## config.mk

```make
export PLATFORM = sky130hd
export DESIGN_NAME = hazard_unit_md
export DESIGN_NICKNAME = d
export VERILOG_FILES = /design/src/rtl/hazard_unit_md.sv
export SDC_FILE = /design/constraint.sdc
export NUM_CORES = 1
export LEC_CHECK = 0
export ABC_CLOCK_PERIOD_IN_PS = 2600
export CAP_MARGIN = 25
export CELL_PAD_IN_SITES_DETAIL_PLACEMENT = 1
export CELL_PAD_IN_SITES_GLOBAL_PLACEMENT = 1
export CORE_UTILIZATION = 25
export DETAILED_ROUTE_END_ITERATION = 10
export PLACE_DENSITY = 0.76
export SYNTH_ARGS = -nofsm -noshare
export SYNTH_HDL_FRONTEND = slang
export SYNTH_SLANG_ARGS = --single-unit
```

## constraint.sdc

```tcl
create_clock -name clk_i -period 2.6 [get_ports clk_i]
set_input_delay 0.65 -clock clk_i [delete_from_list [all_inputs] [get_ports clk_i]]
set_output_delay 0.65 -clock clk_i [all_outputs]
set_load 0.02 [all_outputs]
```

## src/rtl/hazard_unit_md.sv

```systemverilog
// hazard_unit_md: bypass selects, load-use stall and single mult/div scoreboard; HAZARD_BYPASS_EN enables bypassing (otherwise RAW hazards stall)
module hazard_unit_md #(
    parameter int ADDR_W    = 5,
    parameter int MD_CYCLES = 33
) (
    input  logic              clk_i,
    input  logic              rst_ni,
    input  logic [ADDR_W-1:0] fd_rs_i,
    input  logic [ADDR_W-1:0] fd_rt_i,
    input  logic [ADDR_W-1:0] fd_rd_i,
    input  logic              fd_uses_rs_i,
    input  logic              fd_uses_rt_i,
    input  logic              fd_we_i,
    input  logic              fd_is_md_i,
    input  logic [ADDR_W-1:0] dx_rs_i,
    input  logic [ADDR_W-1:0] dx_rt_i,
    input  logic [ADDR_W-1:0] dx_rd_i,
    input  logic              dx_we_i,
    input  logic              dx_is_lw_i,
    input  logic              dx_is_md_i,
    input  logic [ADDR_W-1:0] xm_rd_i,
    input  logic [ADDR_W-1:0] xm_rt_i,
    input  logic              xm_we_i,
    input  logic [ADDR_W-1:0] mw_rd_i,
    input  logic              mw_we_i,
    input  logic              md_ready_i,
    output logic              mx_a_o,
    output logic              mx_b_o,
    output logic              wx_a_o,
    output logic              wx_b_o,
    output logic              wm_o,
    output logic              stall_fd_o,
    output logic              bubble_dx_o,
    output logic              md_busy_o,
    output logic [ADDR_W-1:0] md_rd_o,
    output logic              md_wb_o,
    output logic              md_timeout_o
);
`ifdef HAZARD_BYPASS_EN
    localparam bit BYP_EN = 1'b1;
`else
    localparam bit BYP_EN = 1'b0;
`endif
    localparam int CW = (MD_CYCLES > 1) ? $clog2(MD_CYCLES) : 1;

    typedef enum logic [1:0] {IDLE, BUSY, DONE} state_e;

    state_e            state_q, state_d;
    logic [ADDR_W-1:0] md_rd_q, md_rd_d;
    logic [CW-1:0]     cnt_q, cnt_d;
    logic              timeout_q, timeout_d;
    logic              load_use, md_stall, raw_stall, start;

    // Same-cycle bypass selects (MX wins over WX); without bypassing, an FD read of any in-flight producer stalls instead
    always_comb begin
        mx_a_o    = BYP_EN && xm_we_i && xm_rd_i != '0 && dx_rs_i == xm_rd_i;
        mx_b_o    = BYP_EN && xm_we_i && xm_rd_i != '0 && dx_rt_i == xm_rd_i;
        wx_a_o    = BYP_EN && mw_we_i && mw_rd_i != '0 && dx_rs_i == mw_rd_i && !mx_a_o;
        wx_b_o    = BYP_EN && mw_we_i && mw_rd_i != '0 && dx_rt_i == mw_rd_i && !mx_b_o;
        wm_o      = BYP_EN && mw_we_i && mw_rd_i != '0 && xm_rt_i == mw_rd_i;
        raw_stall = !BYP_EN && (
            (fd_uses_rs_i && fd_rs_i != '0 && ((dx_we_i && fd_rs_i == dx_rd_i) ||
                                               (xm_we_i && fd_rs_i == xm_rd_i) ||
                                               (mw_we_i && fd_rs_i == mw_rd_i))) ||
            (fd_uses_rt_i && fd_rt_i != '0 && ((dx_we_i && fd_rt_i == dx_rd_i) ||
                                               (xm_we_i && fd_rt_i == xm_rd_i) ||
                                               (mw_we_i && fd_rt_i == mw_rd_i))));
    end

    // Load-use and pending mult/div hazards freeze FD and bubble DX; a new mult/div only starts from IDLE when FD is not stalled
    always_comb begin
        load_use    = dx_is_lw_i && dx_rd_i != '0 &&
                      ((fd_uses_rs_i && fd_rs_i == dx_rd_i) || (fd_uses_rt_i && fd_rt_i == dx_rd_i));
        md_stall    = state_q != IDLE && ((fd_uses_rs_i && fd_rs_i == md_rd_q) ||
                                          (fd_uses_rt_i && fd_rt_i == md_rd_q) ||
                                          (fd_we_i && fd_rd_i == md_rd_q) || fd_is_md_i);
        stall_fd_o  = load_use || md_stall || raw_stall;
        bubble_dx_o = stall_fd_o;
        start       = state_q == IDLE && dx_is_md_i && dx_rd_i != '0 && !stall_fd_o;
    end

    // Scoreboard next state: count down while busy, finish on md_ready or on timeout, then one writeback cycle
    always_comb begin
        state_d   = state_q;
        md_rd_d   = md_rd_q;
        cnt_d     = cnt_q;
        timeout_d = timeout_q;
        case (state_q)
            IDLE: if (start) begin
                state_d = BUSY;
                md_rd_d = dx_rd_i;
                cnt_d   = CW'(MD_CYCLES - 1);
            end
            BUSY: if (md_ready_i) begin
                state_d = DONE;
            end else if (cnt_q == '0) begin
                state_d   = DONE;
                timeout_d = 1'b1;
            end else begin
                cnt_d = cnt_q - 1'b1;
            end
            default: state_d = IDLE;
        endcase
    end

    // Scoreboard registers; reset abandons any operation without a writeback
    always_ff @(posedge clk_i or negedge rst_ni) begin
        if (!rst_ni) begin
            state_q   <= IDLE;
            md_rd_q   <= '0;
            cnt_q     <= '0;
            timeout_q <= 1'b0;
        end else begin
            state_q   <= state_d;
            md_rd_q   <= md_rd_d;
            cnt_q     <= cnt_d;
            timeout_q <= timeout_d;
        end
    end

    assign md_busy_o    = state_q != IDLE;
    assign md_wb_o      = state_q == DONE;
    assign md_rd_o      = md_rd_q;
    assign md_timeout_o = timeout_q;
endmodule

```

=== Yosys cells after proc, flatten, opt, wreduce, memory -nomap -nowiden ===
Cells that the tools add are included.

* Register bits: 14
* Input bits: 57
* Output and inout bits: 15
* Word-level logic and storage cells: 73

* Add/subtract/negate cells: 1
* Equal/unequal tests: 15
* Multiplexer cells: 8
* Bitwise operators: 1
* Reduce and logical (&&, ||, !) cells: 44

{| class="wikitable"
|+ Operators with widths
! operator !! count
|-
| 5-bit equality test || 9
|-
| 1-bit logical AND || 21
|-
| 6-bit two-way mux || 3
|-
| 5-bit nonzero test || 3
|-
| 6-bit one-hot mux with 2 select lines || 1
|-
| 1-bit logical OR || 11
|-
| 6-bit zero test || 1
|-
| 2-bit two-way mux || 3
|-
| 2-bit != test, second input constant || 3
|-
| 6-bit by 1-bit subtractor with 6-bit output, second input constant || 1
|-
| 2-bit one-hot mux with 2 select lines || 1
|-
| 2-bit AND reduction || 2
|-
| 4-bit AND reduction || 1
|-
| 2-bit nonzero test || 2
|-
| 3-bit != test, second input constant || 1
|-
| 3-bit AND reduction || 1
|-
| 2-bit by 1-bit equality test with 1-bit output, second input constant || 1
|-
| 2-bit equality test, second input constant || 1
|-
| 2-bit zero test || 1
|-
| 1-bit zero test || 1
|-
| 1-bit NOT || 1
|}

=== Longest topological paths before layout ===
Gate-level depths: netlist of run 1.

* Depth in word-level cells: 12
* Mapped depth: 9
* Mapped depth without buffers: 8

=== Least setup slack after synthesis of run 1 ===
No wires, ideal clock.

* Kind: input to output
* Start: input port fd_rt_i[2]
* End: output port stall_fd_o
* Arrival: 2071 ps
* Data required time: 1950 ps
* Path slack: -121 ps
* Stages: 7
* Path buffers: 2
* Path through: buf_2 -> or4_1 -> o21ai_1 -> a31oi_1 -> a31oi_2 -> nand2_1 -> buf_4

* Word-level cells in the longest chain between the ends: 8
* Elaborated cells between the ends (all ways): 23
* Classes of those cells: 4 x eq/ne; 19 x reduce/logical

{| class="wikitable"
|+ Ends and longest elaborated chain
! item !! RTL line !! text
|-
| start, declared || 9 || <nowiki>input logic [ADDR_W-1:0] fd_rt_i,</nowiki>
|-
| 5-bit equality test || 75 || <nowiki>(fd_uses_rt_i && fd_rt_i == md_rd_q) ||</nowiki>
|-
| 1-bit logical AND || 75 ||
|-
| 1-bit logical OR || 74 || <nowiki>md_stall = state_q != IDLE && ((fd_uses_rs_i && fd_rs_i == md_rd_q) ||</nowiki>
|-
| 1-bit logical OR || 75 ||
|-
| 1-bit logical OR || 76 || <nowiki>(fd_we_i && fd_rd_i == md_rd_q) || fd_is_md_i);</nowiki>
|-
| 1-bit logical AND || 74 ||
|-
| 1-bit logical OR || 77 || <nowiki>stall_fd_o = load_use || md_stall || raw_stall;</nowiki>
|-
| 1-bit logical OR * || 77 ||
|-
| end, declared || 32 || <nowiki>output logic stall_fd_o,</nowiki>
|}

Mark *: on every way between the ends. The rest lies on a longest branch, timed or not.

=== Final worst setup path of run 1 ===
* Start: input port fd_rs_i[3]
* End: output port bubble_dx_o

* Word-level cells in the longest chain between the ends: 8
* Elaborated cells between the ends (all ways): 23
* Classes of those cells: 4 x eq/ne; 19 x reduce/logical

{| class="wikitable"
|+ Ends and longest elaborated chain
! item !! RTL line !! text
|-
| start, declared || 8 || <nowiki>input logic [ADDR_W-1:0] fd_rs_i,</nowiki>
|-
| 5-bit equality test || 74 ||
|-
| 1-bit logical AND || 74 ||
|-
| 1-bit logical OR || 74 ||
|-
| 1-bit logical OR || 75 ||
|-
| 1-bit logical OR || 76 ||
|-
| 1-bit logical AND || 74 ||
|-
| 1-bit logical OR || 77 ||
|-
| 1-bit logical OR * || 77 ||
|-
| end, declared || 33 || <nowiki>output logic bubble_dx_o,</nowiki>
|}

Marks and branches as above.

==> impl_results.md, run 1 <==
* Status: finished with violations
* Failing checks: negative setup slack
* DR WL met2 at 2550 um
* FF-to-FF setup slack at 0.71 ns
* Async SR Flop Fraction at 100%
* Area share of the largest cell type after synthesis at 25.5%
* Tcrit/Tclk final at 101%
* DPL Wire Length at 3700 um
* DR DRC count at 0
* Biggest area consumer among synthesized cells: dfrtp_1
* CP Cell Sequence: buf_8, buf_6, or4_4, o21ai_4, a31oi_4, a21oi_2, nand2_2, buf_6
* Routability cong. at 0.844
* Critical path data arrival time at 1.98 ns
* Area of the multi-input gates at 1090 um2
* Number of clock sinks at 14
* Setup crit end: bubble_dx_o
* Setup TNS at -0.0558 ns
* Worst hold slack at 0.461 ns
* Distinct cells, synth at 32
* Setup crit end kind: primary output
* Reg area at 350 um2
* Register area share after synthesis at 25.5%
* GRT Overall Usage at 16.4%
* Met3 routed WL at 134 um
* Max Root-Sink Buffers at 2
* Share of post-route cells with drive strength above 1 at 37.8%
* Worst slew pin tran at 0.641 ns
* Initial core utilization at 26.4%
* Mapped Area at 1380 um2
* # fillers at 635
* I/O Buffers at 51
* Vias in the first global route at 1513
* DRT iter0 DRCs at 46
* CTS Buf Count at 3
* Worst reg2reg path depth at 7
* Global-route wire length before repair at 7600 um
* DRT antenna net count at 0
* CTS tree: done
* Leak at 1.03 nW
* Top Layer Used: met4
* Met1 WL at 2190 um
* Reg2Reg Capture Point: cnt_q[1]
* Seq cells post-synth at 14
* H-tree depth at 1
* Crit-path slowest cell: or4_4
* Hold buffers post-CTS at 0
* Clk root buf: clkbuf_8
* Endpoints failing hold at 0
* Total die area at 5810 um2
* Pin count of the biggest net entering global routing at 15
* CP required at 1.95 ns
* Clk slew on worst S/H paths at 0.06 ns
* Most frequent cells in the layout: 33 x xor2_1, 30 x buf_4, 22 x clkdlybuf4s50_1, 14 x dfrtp_1
* GRT overflow at 0
* Critical Path Most Common Cell: buf_6
* First-pass DRT Iterations at 4
* Max Cap Violations at 0
* Die height at 76.2 um
* Reg-to-Reg Start: cnt_q[2]
* Row cnt at 26
* Overall Power at 0.00174 W
* Vias/cell at 4.59
* Power per standard cell area at 739 nW/um2
* Yosys warnings at 0
* RSZ-0062 raised after global routing: yes
* Synth Flop Type: dfrtp_1
* Die width at 76.2 um
* Worst skew pair latency at 0.25 ns
* Peak supply drop at 0.000280 V
* Worst Setup SP: fd_rs_i[3]
* Setup slack after layout at -0.0280 ns
* Mean area per synthesized cell at 8.66 um2
* IO Pins at 72
* Max Slew Vio Count at 0
* Hold crit path type: register to register
* Final non-filler cell total at 304
* Number of flops mapped to enable cells by yosys at 0
* CP max FO at 3
* CP startpoint kind: input pin
* F_max at 381 MHz
* Crit-path max cell delay at 0.54 ns
* Area contributors post-synth: dfrtp_1 25%, xor2_1 24%, mux2_4 6.5%
* # setup viols final at 2
* Max-slew headroom at 57.2%
* Post-layout net count at 293
* Setup CP Type: input pin to primary output
* Setup Skew at 0.00536 ns
* Cells after synthesis at 159
* WL/cell at 16.1 um
* Commonest non-fill, non-tap cell in the layout: xor2_1
* Routed WL at 4900 um
* Placed Cells at 296
* Core Footprint at 5200 um2
* Area Growth Syn to Fin at 70.8%
* Vias after detailed routing at 1396
* Tmin final at 2.63 ns
* Initial antenna violation count at 1
state kept, by name (all words and copies together), names as in the netlist:
signal        count
cnt_q             6
md_rd_o           5
state_q           2
md_timeout_o      1
what timing repair did:
action,4_1_cts,5_1_grt
gates resized for setup,102,34
endpoints found under the setup margin,13,4
buffers inserted,5,0
hold endpoints to repair,0,0
pin swaps,21,16
stage by stage:
step | worst slack, ns | utilization [%] | instance area (um2)
4_1_cts | -0.0279 | 43.1 | 2250
6_report | -0.0280 | 45.2 | 2350
5_1_grt | -0.112 | 45.2 | 2350
2_1_floorplan | -0.0392 | - | 1410
3_5_place_dp | -0.968 | 40.5 | 2110
3_3_place_gp | -0.914 | 40.5 | 2110
logic make-up after synthesis:
family,synth area share [%]
and+or+nand+nor,19.1
xor gates and xnor gates,28.6
buffers and inverters,8.64
AOI/OAI and AO/OA,8.82
DFF,25.5
muxes,7.27
adders and majority gates,1.82
other,0.272
routing by layer:
layer	GRT usage [%]	vias to the layer above
met5	0	-
met4	3.27	0
met3	1.80	4
met2	29.1	31
met1	21.5	687
li1	-	674
Yosys cell counts (all sizes together), types with 4 or more instances:
library cell / number
mux2: 6
dfrtp: 14
buf: 12
nor3: 6
clkbuf: 5
xor2: 38
a31oi: 4
a21oi: 5
nor4: 7
nand2: 8
inv: 5
nand3: 12
xnor2: 7
nor2: 13
cell type report:
type / count / area share, %
multi-input combinational: 127 / 46.6
inverter: 5 / 0.798
clock buffer: 4 / 2.34
tap: 70 / 3.73
sequential: 14 / 14.9
timing repair buffer: 83 / 31.6
antenna: 1 / 0.106
where the power goes:
group          internal, W  switching (W)
registers         0.000316       0.000113
logic             0.000552       0.000541
clock network     0.000134      0.0000822
total              0.00100       0.000735
worst min-delay path by stage:
| stage | start | endpoint | slack [ns] | depth (start not counted) |
|---|---|---|---|---|
| 2_1_floorplan | rst_ni | cnt_q[0] | 0.35 | 0 |
| 3_3_place_gp | md_timeout_o | md_timeout_o | 0.44 | 1 |
| 3_5_place_dp | md_timeout_o | md_timeout_o | 0.45 | 1 |
| 4_1_cts | md_timeout_o | md_timeout_o | 0.47 | 1 |
| 5_1_grt | md_timeout_o | md_timeout_o | 0.48 | 1 |
| 6_report | md_timeout_o | md_timeout_o | 0.46 | 1 |
worst max-delay path, delay by kind of cell:
family / cells / cell delay, ns
simple gates: 2 / 0.62
buf+inv: 3 / 0.34
compound gates: 3 / 0.35
No activity file was read; power rests on OpenSTA's default activity.
==> inputs of run 2 (changes only) <==
SLEW_MARGIN = 10   (was unset)
==> results of run 2 <==
No change in the layout: final DEF, timing and power equal those of run 1.
==> inputs of run 3 (changes only) <==
ABC_CLOCK_PERIOD_IN_PS = 3200   (was 2600)
CORE_UTILIZATION = 30   (was 25)
PLACE_DENSITY = 0.86   (was 0.76)
TNS_END_PERCENT = 5   (was unset)
clock period = 3.2 ns   (was 2.6 ns; I/O delays follow)
==> run 3 against run 2 <==
  * The run now ends clean
  * Combinational power fell by 27%
  * Final area shrank 7.8%
  * Die area down 16%
  * Sequential share of layout area up 1.3 points
  * Worst setup slack better by 0.089 ns
  * Clock power fell by 21%
  * Utilization rose by 4.3 points
  * Register-to-register slack improved by 0.36 ns
  * Critical path depth unchanged
  * Routed wire length down 8.0%
  * Largest power group unchanged
  * Non-clock buffer count is 10 lower
  * Global-route usage increased by 2.8 points
==> impl_results.md, run 3 (synthesized netlist as in run 1, its figures left out) <==
* Net switching power at 0.000569 W
* Initial core utilization at 31.4%
* Switching Share at 42.7%
* Share of post-route cells with drive strength above 1 at 24.2%
* I/O Buffers at 51
* Hold crit path type: register to register
* Reg power frac at 27.3%
* Setup CP Type: input pin to primary output
* Max Cap Violations at 0
* CP max FO at 3
* Critical path data arrival time at 2.34 ns
* Area Growth Syn to Fin at 57.5%
* Reg2Reg Capture Point: cnt_q[1]
* Pre-CTS WS at -0.662 ns
* IO Pins at 72
* DRT antenna net count at 0
* Clock power frac at 12.8%
* Most frequent cells in the layout: 37 x xor2_1, 32 x clkdlybuf4s50_1, 21 x buf_4, 14 x dfrtp_1, 13 x nor2_1
* WL/cell at 16.4 um
* Setup slack after layout at 0.0609 ns
* Setup crit end kind: primary output
* Reg-to-Reg Start: cnt_q[0]
* Max Root-Sink Buffers at 2
* Tmin final at 3.14 ns
* Largest register FFs at 6
* Die height at 69.7 um
* Routability cong. at 0.807
* Row cnt at 24
* GRT overflow at 0
* Worst reg2reg path depth at 7
* Power per standard cell area at 614 nW/um2
* Leak at 0.987 nW
* Endpoints failing hold at 0
* Initial antenna violation count at 0
* Peak supply drop at 0.000280 V
* Tcrit/Tclk final at 98.1%
* Crit path max-delay family: buffers and inverters
* Post-layout net count at 283
* Vias in the first global route at 1499
* Max-slew headroom at 58.2%
* Clk root buf: clkbuf_8
* WHS Path Cells at 1
* First-pass DRT Iterations at 4
* CP required at 2.40 ns
* DR DRC count at 0
* F_max at 319 MHz
* Routed WL at 4510 um
* Hold Path End: md_timeout_o
* Hold Crit Start: md_timeout_o
* Crit-path slowest cell: or4_4
* Vias/cell at 4.92
* Crit-path max cell delay at 0.49 ns
* DRT iter0 DRCs at 62
* Total die area at 4860 um2
* Worst skew pair latency at 0.25 ns
* CP startpoint kind: input pin
* Number of clock sinks at 14
* Antenna diodes at 0
* Area after DPL at 2020 um2
* FF-to-FF setup slack at 1.07 ns
* Max Slew Vio Count at 0
* Internal power at 0.000762 W
* Core Footprint at 4380 um2
* CTS Buf Count at 3
* Clk slew on worst S/H paths at 0.06 ns
* Status: finished, final reports clean
* Global-route wire length before repair at 7430 um
* Commonest non-fill, non-tap cell in the layout: xor2_1
* H-tree depth at 1
* Design Area, Final at 2170 um2
* Crit path buf inv count at 3
* Worst slew pin tran at 0.626 ns
* CP Cell Sequence: dlygate4sd2_1, buf_4, or4_4, o21ai_4, a31oi_2, a21oi_2, nand2_2, buf_6
* Finished Core Util at 49.4%
* GRT Overall Usage at 19.3%
* Largest register by flop count: cnt_q
* Vias after detailed routing at 1354
* CTS tree: done
* Comb power frac at 59.9%
* DPL Wire Length at 3670 um
* Setup Skew at 0.00716 ns
* # setup viols final at 0
* Pin count of the biggest net entering global routing at 15
* Die width at 69.7 um
[run 3: cell count changes in the layout (fill, tap and decap cells not counted), sizes merged]
cell / previous run / this run
buf: 47 / 24
clkdlybuf4s50: 22 / 32
diode: 1 / 0
clkbuf: 5 / 6
clkdlybuf4s15: 3 / 2
dlymetal6s2s: 0 / 6
dlygate4sd2: 10 / 7
[run 3: worst reg2reg max path: cells and delay by family, from the launching register on]
kind	cells	cell delay (ns)
flip-flops	1	0.42
adder cells (fa/ha/maj)	1	0.19
buffers and inverters	2	0.34
AND/OR/NAND/NOR	3	0.77
multiplexers	1	0.30
[run 3: through the flow]
| step | std cells | total power [W] | TNS, ns | hold WS [ns] |
|---|---|---|---|---|
| floorplan | 163 | 0.000834 | 0 | 0.473 |
| global placement | 270 | 0.00110 | -1.15 | 0.443 |
| detailed placement | 270 | 0.00114 | -1.35 | 0.459 |
| CTS | 275 | 0.00132 | 0 | 0.470 |
| global route | 275 | 0.00142 | -0.0462 | 0.500 |
| finish | 275 | 0.00133 | 0 | 0.460 |
[run 3: area by class of cell]
type | instances | area (um2)
fill | 510 | 2220
multi-input combinational | 127 | 1000
timing repair buffer | 73 | 678
sequential | 14 | 350
tap | 52 | 65.1
clock buffer | 4 | 55.1
inverter | 5 | 18.8
[run 3: layer usage]
metal	part of all wire (%)	track usage (%)	vias up
met4	0.98	4.00	0
met3	3.7	2.62	6
met5	0	0	-
li1	-	-	649
met1	45	24.9	663
met2	50	34.2	36
[run 3: worst max path at each step]
stage | start | to | cells past startpoint
after floorplan | fd_rt_i[2] | stall_fd_o | 7
after global placement | fd_rs_i[1] | bubble_dx_o | 8
after detailed placement | fd_rt_i[3] | bubble_dx_o | 8
after CTS | mw_rd_i[3] | bubble_dx_o | 8
after global routing | fd_rs_i[3] | bubble_dx_o | 8
final | fd_rs_i[3] | bubble_dx_o | 8
[run 3: repair_timing]
action | CTS | global route
pin swaps | 10 | 13
setup endpoints to repair | 2 | 2
hold buffers | 0 | 0
setup buffers | 1 | 0
resized for setup | 29 | 22
[run 3: power by group through the flow]
stage / clock (W) / combinational (W) / sequential (W)
finish: 0.000170 / 0.000797 / 0.000363
detailed placement: 0 / 0.000777 / 0.000365
global placement: 0 / 0.000734 / 0.000363
CTS: 0.000174 / 0.000780 / 0.000364
global route: 0.000184 / 0.000860 / 0.000379
floorplan: 0 / 0.000448 / 0.000386
